===== config.mk =====
export PLATFORM = sky130hd
export DESIGN_NAME = systolic_scheduler
export DESIGN_NICKNAME = d
export VERILOG_FILES = /design/src/rtl/systolic_scheduler.sv
export SDC_FILE = /design/constraint.sdc
export NUM_CORES = 1
export LEC_CHECK = 0
export CAP_MARGIN = 20
export CORE_UTILIZATION = 40
export DETAILED_ROUTE_END_ITERATION = 6
export PLACE_DENSITY = 0.59
export SLEW_MARGIN = 15
export SYNTH_ARGS = -nofsm -noshare
export SYNTH_HDL_FRONTEND = slang
export SYNTH_SLANG_ARGS = --single-unit

===== constraint.sdc =====
create_clock -name clk -period 2.1 [get_ports clk]
set_input_delay 0.315 -clock clk [delete_from_list [all_inputs] [get_ports clk]]
set_output_delay 0.315 -clock clk [all_outputs]
set_load 0.05 [all_outputs]

===== src/rtl/systolic_scheduler.sv =====
// Control sequencer for a weight-stationary systolic array: one-hot row weight
// loading, skewed fill-and-drain multiply wavefront, multi-tile repeat and abort.
module systolic_scheduler #(
  parameter int MATRIX_SIZE  = 2,
  parameter int STAGE_CYCLES = 4,
  parameter int CNT_WIDTH    = 8
) (
  input  logic                   clk,
  input  logic                   reset,
  input  logic                   general_enable,
  input  logic                   start,
  input  logic                   abort,
  input  logic [CNT_WIDTH-1:0]   num_tiles,
  output logic [MATRIX_SIZE-1:0] load_weight,
  output logic [MATRIX_SIZE-1:0] enable_mult,
  output logic                   busy,
  output logic                   tile_done,
  output logic                   done
);

  localparam int N      = MATRIX_SIZE;
  localparam int S      = STAGE_CYCLES;
  localparam int NSTAGE = 2 * N - 1;
  localparam int KW     = $clog2(N + 1);
  localparam int SW     = $clog2(NSTAGE + 1);
  localparam int CW     = $clog2(S + 1);

  localparam logic [KW-1:0]        K_LAST  = KW'(N - 1);
  localparam logic [SW-1:0]        S_LAST  = SW'(NSTAGE - 1);
  localparam logic [CW-1:0]        C_LAST  = CW'(S - 1);
  localparam logic [CNT_WIDTH-1:0] ONE     = CNT_WIDTH'(1);
  localparam logic [N-1:0]         ROW0_LW = N'(1);

  typedef enum logic [1:0] {IDLE, LOAD, COMPUTE, DONE} state_e;

  state_e               state_q, state_d;
  logic [KW-1:0]        k_q, k_d;
  logic [SW-1:0]        s_q, s_d;
  logic [CW-1:0]        c_q, c_d;
  logic [CNT_WIDTH-1:0] tiles_q, tiles_d;
  logic [N-1:0]         load_weight_q, load_weight_d;
  logic [N-1:0]         enable_mult_q, enable_mult_d;
  logic                 busy_q, busy_d;
  logic                 tile_done_q, tile_done_d;
  logic                 done_q, done_d;

  // Row j = N-1-i is active for stages j..j+N-1; the MSB row leads the wavefront.
  function automatic logic [N-1:0] wavefront(input logic [SW-1:0] stage);
    logic [N-1:0] wf;
    wf = '0;
    for (int i = 0; i < N; i++) begin
      wf[i] = (int'(stage) >= N - 1 - i) && (int'(stage) <= 2 * N - 2 - i);
    end
    return wf;
  endfunction

  always_comb begin
    // NOTE: every _d defaults to its _q so a frozen cycle holds all state and no latch is inferred.
    state_d       = state_q;
    k_d           = k_q;
    s_d           = s_q;
    c_d           = c_q;
    tiles_d       = tiles_q;
    load_weight_d = load_weight_q;
    enable_mult_d = enable_mult_q;
    busy_d        = busy_q;
    tile_done_d   = tile_done_q;
    done_d        = done_q;

    if (general_enable) begin
      // Outputs are derived from the next state so they register alongside it.
      load_weight_d = '0;
      enable_mult_d = '0;
      busy_d        = 1'b0;
      tile_done_d   = 1'b0;
      done_d        = 1'b0;

      if (busy_q && abort) begin
        state_d = IDLE;
        k_d     = '0;
        s_d     = '0;
        c_d     = '0;
        tiles_d = '0;
      end else begin
        case (state_q)
          IDLE: begin
            if (start) begin
              state_d       = LOAD;
              k_d           = '0;
              tiles_d       = (num_tiles == '0) ? ONE : num_tiles;
              load_weight_d = ROW0_LW;
              busy_d        = 1'b1;
            end
          end
          LOAD: begin
            busy_d = 1'b1;
            if (k_q == K_LAST) begin
              state_d = COMPUTE;
              s_d     = '0;
              c_d     = '0;
            end else begin
              k_d           = k_q + 1'b1;
              load_weight_d = ROW0_LW << k_d;
            end
          end
          COMPUTE: begin
            busy_d = 1'b1;
            if (c_q != C_LAST) begin
              c_d = c_q + 1'b1;
            end else if (s_q != S_LAST) begin
              s_d = s_q + 1'b1;
              c_d = '0;
            end else begin
              s_d = '0;
              c_d = '0;
              if (tiles_q > ONE) begin
                tiles_d       = tiles_q - ONE;
                state_d       = LOAD;
                k_d           = '0;
                load_weight_d = ROW0_LW;
              end else begin
                state_d = DONE;
                done_d  = 1'b1;
              end
            end
          end
          DONE: begin
            state_d = IDLE;
          end
          default: state_d = IDLE;
        endcase

        if (state_d == COMPUTE) begin
          enable_mult_d = wavefront(s_d);
          tile_done_d   = (s_d == S_LAST) && (c_d == C_LAST);
        end
      end
    end
  end

  always_ff @(posedge clk) begin
    if (reset) begin
      state_q       <= IDLE;
      k_q           <= '0;
      s_q           <= '0;
      c_q           <= '0;
      tiles_q       <= '0;
      load_weight_q <= '0;
      enable_mult_q <= '0;
      busy_q        <= 1'b0;
      tile_done_q   <= 1'b0;
      done_q        <= 1'b0;
    end else begin
      state_q       <= state_d;
      k_q           <= k_d;
      s_q           <= s_d;
      c_q           <= c_d;
      tiles_q       <= tiles_d;
      load_weight_q <= load_weight_d;
      enable_mult_q <= enable_mult_d;
      busy_q        <= busy_d;
      tile_done_q   <= tile_done_d;
      done_q        <= done_d;
    end
  end

  assign load_weight = load_weight_q;
  assign enable_mult = enable_mult_q;
  assign busy        = busy_q;
  assign tile_done   = tile_done_q;
  assign done        = done_q;

endmodule


==> impl_summary.txt <==
----------------------------------------------------
[Logic synthesis]
  Proportion of netlist area held by the largest area contributor ... 31.60%
  Number of cells produced by synthesis ... 185
  Fraction of the yosys area taken by sequential cells ... approximately a third
  Number of distinct library cells after synthesis ... 48
  Top cells by area in the synthesized netlist ... dfxtp_1 (32%), ha_1 (9.1%), a21oi_1 (5.9%)
  Post-synthesis cell type with the largest combined area ... dfxtp_1
  Synthesis Warnings ... 0
  Post-Synthesis Cell Area ... 1520 µm²
  Synthesized flop and latch total ... 24
  Mean Syn Cell Area ... 8.217 µm²
  Number of nets in the synthesized netlist ... 209

[Routing]
  Total wire length after detailed routing ... 4242 µm
  Number of iterations in the first detailed-routing pass ... 4
  Number of DRC markers after the initial detailed-route iteration ... 110
  Vias per Instance ... around 5.8
  Vias post-DR ... 1564
  DR DRC count ... 0
  Number of nets with antenna violations after routing ... 0
  Average routed wire per standard cell ... 15.77 µm

[CTS]
  Buffer depth of the longest clock path ... 2
  Number of buffers inserted during clock tree synthesis ... 3
  Number of clock sinks seen by CTS ... 24
  Clock insertion delay at the later pin of the skew report ... approximately 0.26 ns
  Number of levels the H-tree was split into ... 1
  CTS tree ... done
  Post-CTS Setup Bufs ... 0
  Clock slew at reported path FFs ... 0.09 ns
  Number of hold-repair buffers added at the cts stage ... 0
  Number of cells upsized or downsized after cts ... 0
  Root cell of the clock tree ... clkbuf_8

[STA]
  Max-slew violation count ... 0
  Number of failing setup endpoints in the final timing report ... 0
  Fmax ... 0.4924 GHz
  Minimum clock period after layout ... 2.031 ns
  Ratio of final minimum period to clock period ... a little over nine tenths
  Final hold violations ... 0
  Worst slew slack as a fraction of its limit ... between 60 and 70%
  Transition time at the pin with the least slew margin ... 0.4892 ns
  Setup repair after global routing missed its margin ... yes
  Worst Clk Skew ... approximately 0.0025 ns
  Setup tns final ... 0 ns

[Power and ir drop]
  Cell area power density ... 697.8 nW/µm²
  Worst VDD drop ... ~340 µV
  Leak Pwr ... 0.7600 nW
  Overall Power ... 0.001388 W

[Setup path]
  Critical path startpoint category ... flip-flop
  Type of the setup path with the least slack ... reg -> reg
  Critical path required time ... 2.31 ns
  Critical path buffer and inverter count ... 1
  Cell-by-cell trace of the critical path ... inv_1, ha_1, or2_1, a311oi_2, o21ai_2, a2111oi_1, a31o_1
  Highest fanout seen on the critical path ... 6
  Worst path max stage delay ... 0.43 ns
  Gate family responsible for the most delay along the worst path ... compound AO/OA/AOI/OAI gates
  Crit path DAT ... approximately 2.2 ns
  Critical Path Sink Type ... flip-flop
  Highest-delay cell along the critical path ... a2111oi_1

[Global route]
  Most utilized layer in the global route result ... met2
  Largest net degree at the start of global routing ... 16
  Number of global-route vias before repair ... 1626
  Met1 global-route usage ... 26.67%
  GR Util met3 ... under 10%
  Global-route wire length before repair ... roughly 7300 µm
  Gr ovfl total ... 0
  Global-route usage over all layers ... between 20% and 30%
  GR Layer Usage met2 ... about two fifths
  Antenna violations before repair ... 0

[Cells and area]
  Relative area change from synthesis to final layout ... 30.86%
  Fill cell total of the finished layout ... ~340
  Fraction of final layout cells with drive strength greater than 1 ... 15.84%
  Area taken by flip-flops and latches ... 483.0 µm²
  Most used cells in the layout excluding fill and tap cells ... dfxtp_1 (22), buf_4 (20), clkdlybuf4s50_1 (19)
  # nets final ... between 200 and 250
  Leading cell type in the layout, fill and taps excluded ... dfxtp_1
  Multi-input gate area in the final layout ... 985.9 µm²
  Number of diodes ... 0

[Placement]
  Port Buffer Count ... 19
  RePlAce Congestion ... between 0.8 and 0.9
  Post-DP HPWL ... 3260 µm

[Outcome]
  Run status ... finished, final reports clean

[Run]
  Max capacitance violation total ... 0

[Hold path]
  HP Class ... reg -> reg

[Floorplan]
  Starting density of the core ... 41.52%
  Core Area ... 3661 µm²
  Die width ... 63.65 µm
  Die height ... 63.65 µm
  I/O pin cnt ... 20
  Rows ... 22
  Die Outline Area ... 4051 µm²

----------------------------------------------------
## state kept, by name, indices dropped and copies added (netlist names)
register / cells
tiles_q: 8
enable_mult: 2
load_weight: 2
s_q: 2
tile_done: 1
done: 1
c_q: 3
state_q: 2
k_q: 2
busy: 1
## worst register-to-register path: stages, from the launching register on
cell and delay (ns):
dfxtp_1 0.42, inv_1 0.06, ha_1 0.21, or2_1 0.25
a311oi_2 0.29, o21ai_2 0.16, a2111oi_1 0.43, a31o_1 0.16
## kinds of logic (layout without fill, tap and decap cells)
kind of cell / Yosys count / after routing / share of synthesized area, %
and+or+nand+nor: 63 / 63 / 21.56
adders and majority gates: 11 / 11 / 9.053
muxes: 5 / 5 / 3.292
AOI/OAI and AO/OA: 60 / 60 / 28.23
xor gates and xnor gates: 2 / 2 / 1.152
DFF: 24 / 24 / 31.60
buffers and inverters: 20 / 56 / 5.102
## area by class of cell
class	instances	area share (%)
multi-input combinational	141	49.56
sequential	24	24.28
timing repair buffer	39	17.11
tap	48	3.019
inverter	13	2.453
clock buffer	3	2.075
clock inverter	1	1.509
## power breakdown
group | total [W] | internal [W] | leakage, nW | switching, W
Sequential | 0.000515 | 0.000482 | 0.196 | 0.0000322
Clock | 0.000409 | 0.000255 | 0.0357 | 0.000154
Combinational | 0.000465 | 0.000206 | 0.529 | 0.000259
## per-stage QoR
stage	setup slack, ns	hold slack (ns)	instance area [µm²]	util, %	std cells
after floorplan	0.1243	0.4515	1520	-	185
after global placement	0.07497	0.4450	1892	51.67	265
after detailed placement	0.04511	0.4397	1892	51.67	265
after CTS	0.02960	0.4529	1963	53.62	269
after global routing	-0.01562	0.4632	1989	54.34	269
final	0.06917	0.4472	1989	54.34	269
## Yosys cell counts, drive strengths merged
library cell and n:
nor4 5, o311ai 2, nor3 2, a2111oi 3, a211o 1, a31o 3, o32ai 4, nor2b 1
nor3b 1, a2111o 1, a32o 1, nand2 17, buf 3, dfxtp 24, a22oi 4, nor2 16
or2 1, a21oi 18, o21a 1, clkbuf 4, or3 2, a22o 3, clkinv 1, a31oi 3
a21o 1, xnor2 1, a311oi 2, xor2 1, nand2b 4, mux2i 5, ha 11, and3 3
inv 12, nand4 5, o2111ai 1, and4bb 1, a2bb2oi 1, or4 1, nand3 4, o211ai 4
o21ai 7
## routing by layer
metal  routed length [µm]  part of all wire, %
met4                   44                  1.0
met5                    0                    0
met2                 2108                   50
met3                  223                  5.3
met1                 1865                   44
## final timing paths
| path | start | end | slack, ns | cells past startpoint |
|---|---|---|---|---|
| max | tiles_q[0]$_SDFFE_PP0P_ | tiles_q[2]$_SDFFE_PP0P_ | 0.07 | 7 |
| min | tile_done$_SDFFE_PP0P_ | tile_done$_SDFFE_PP0P_ | 0.45 | 2 |
| max reg2reg | tiles_q[0]$_SDFFE_PP0P_ | tiles_q[2]$_SDFFE_PP0P_ | 0.07 | 7 |
| min reg2reg | tile_done$_SDFFE_PP0P_ | tile_done$_SDFFE_PP0P_ | 0.45 | 2 |
(Power assumes the default switching activity.)
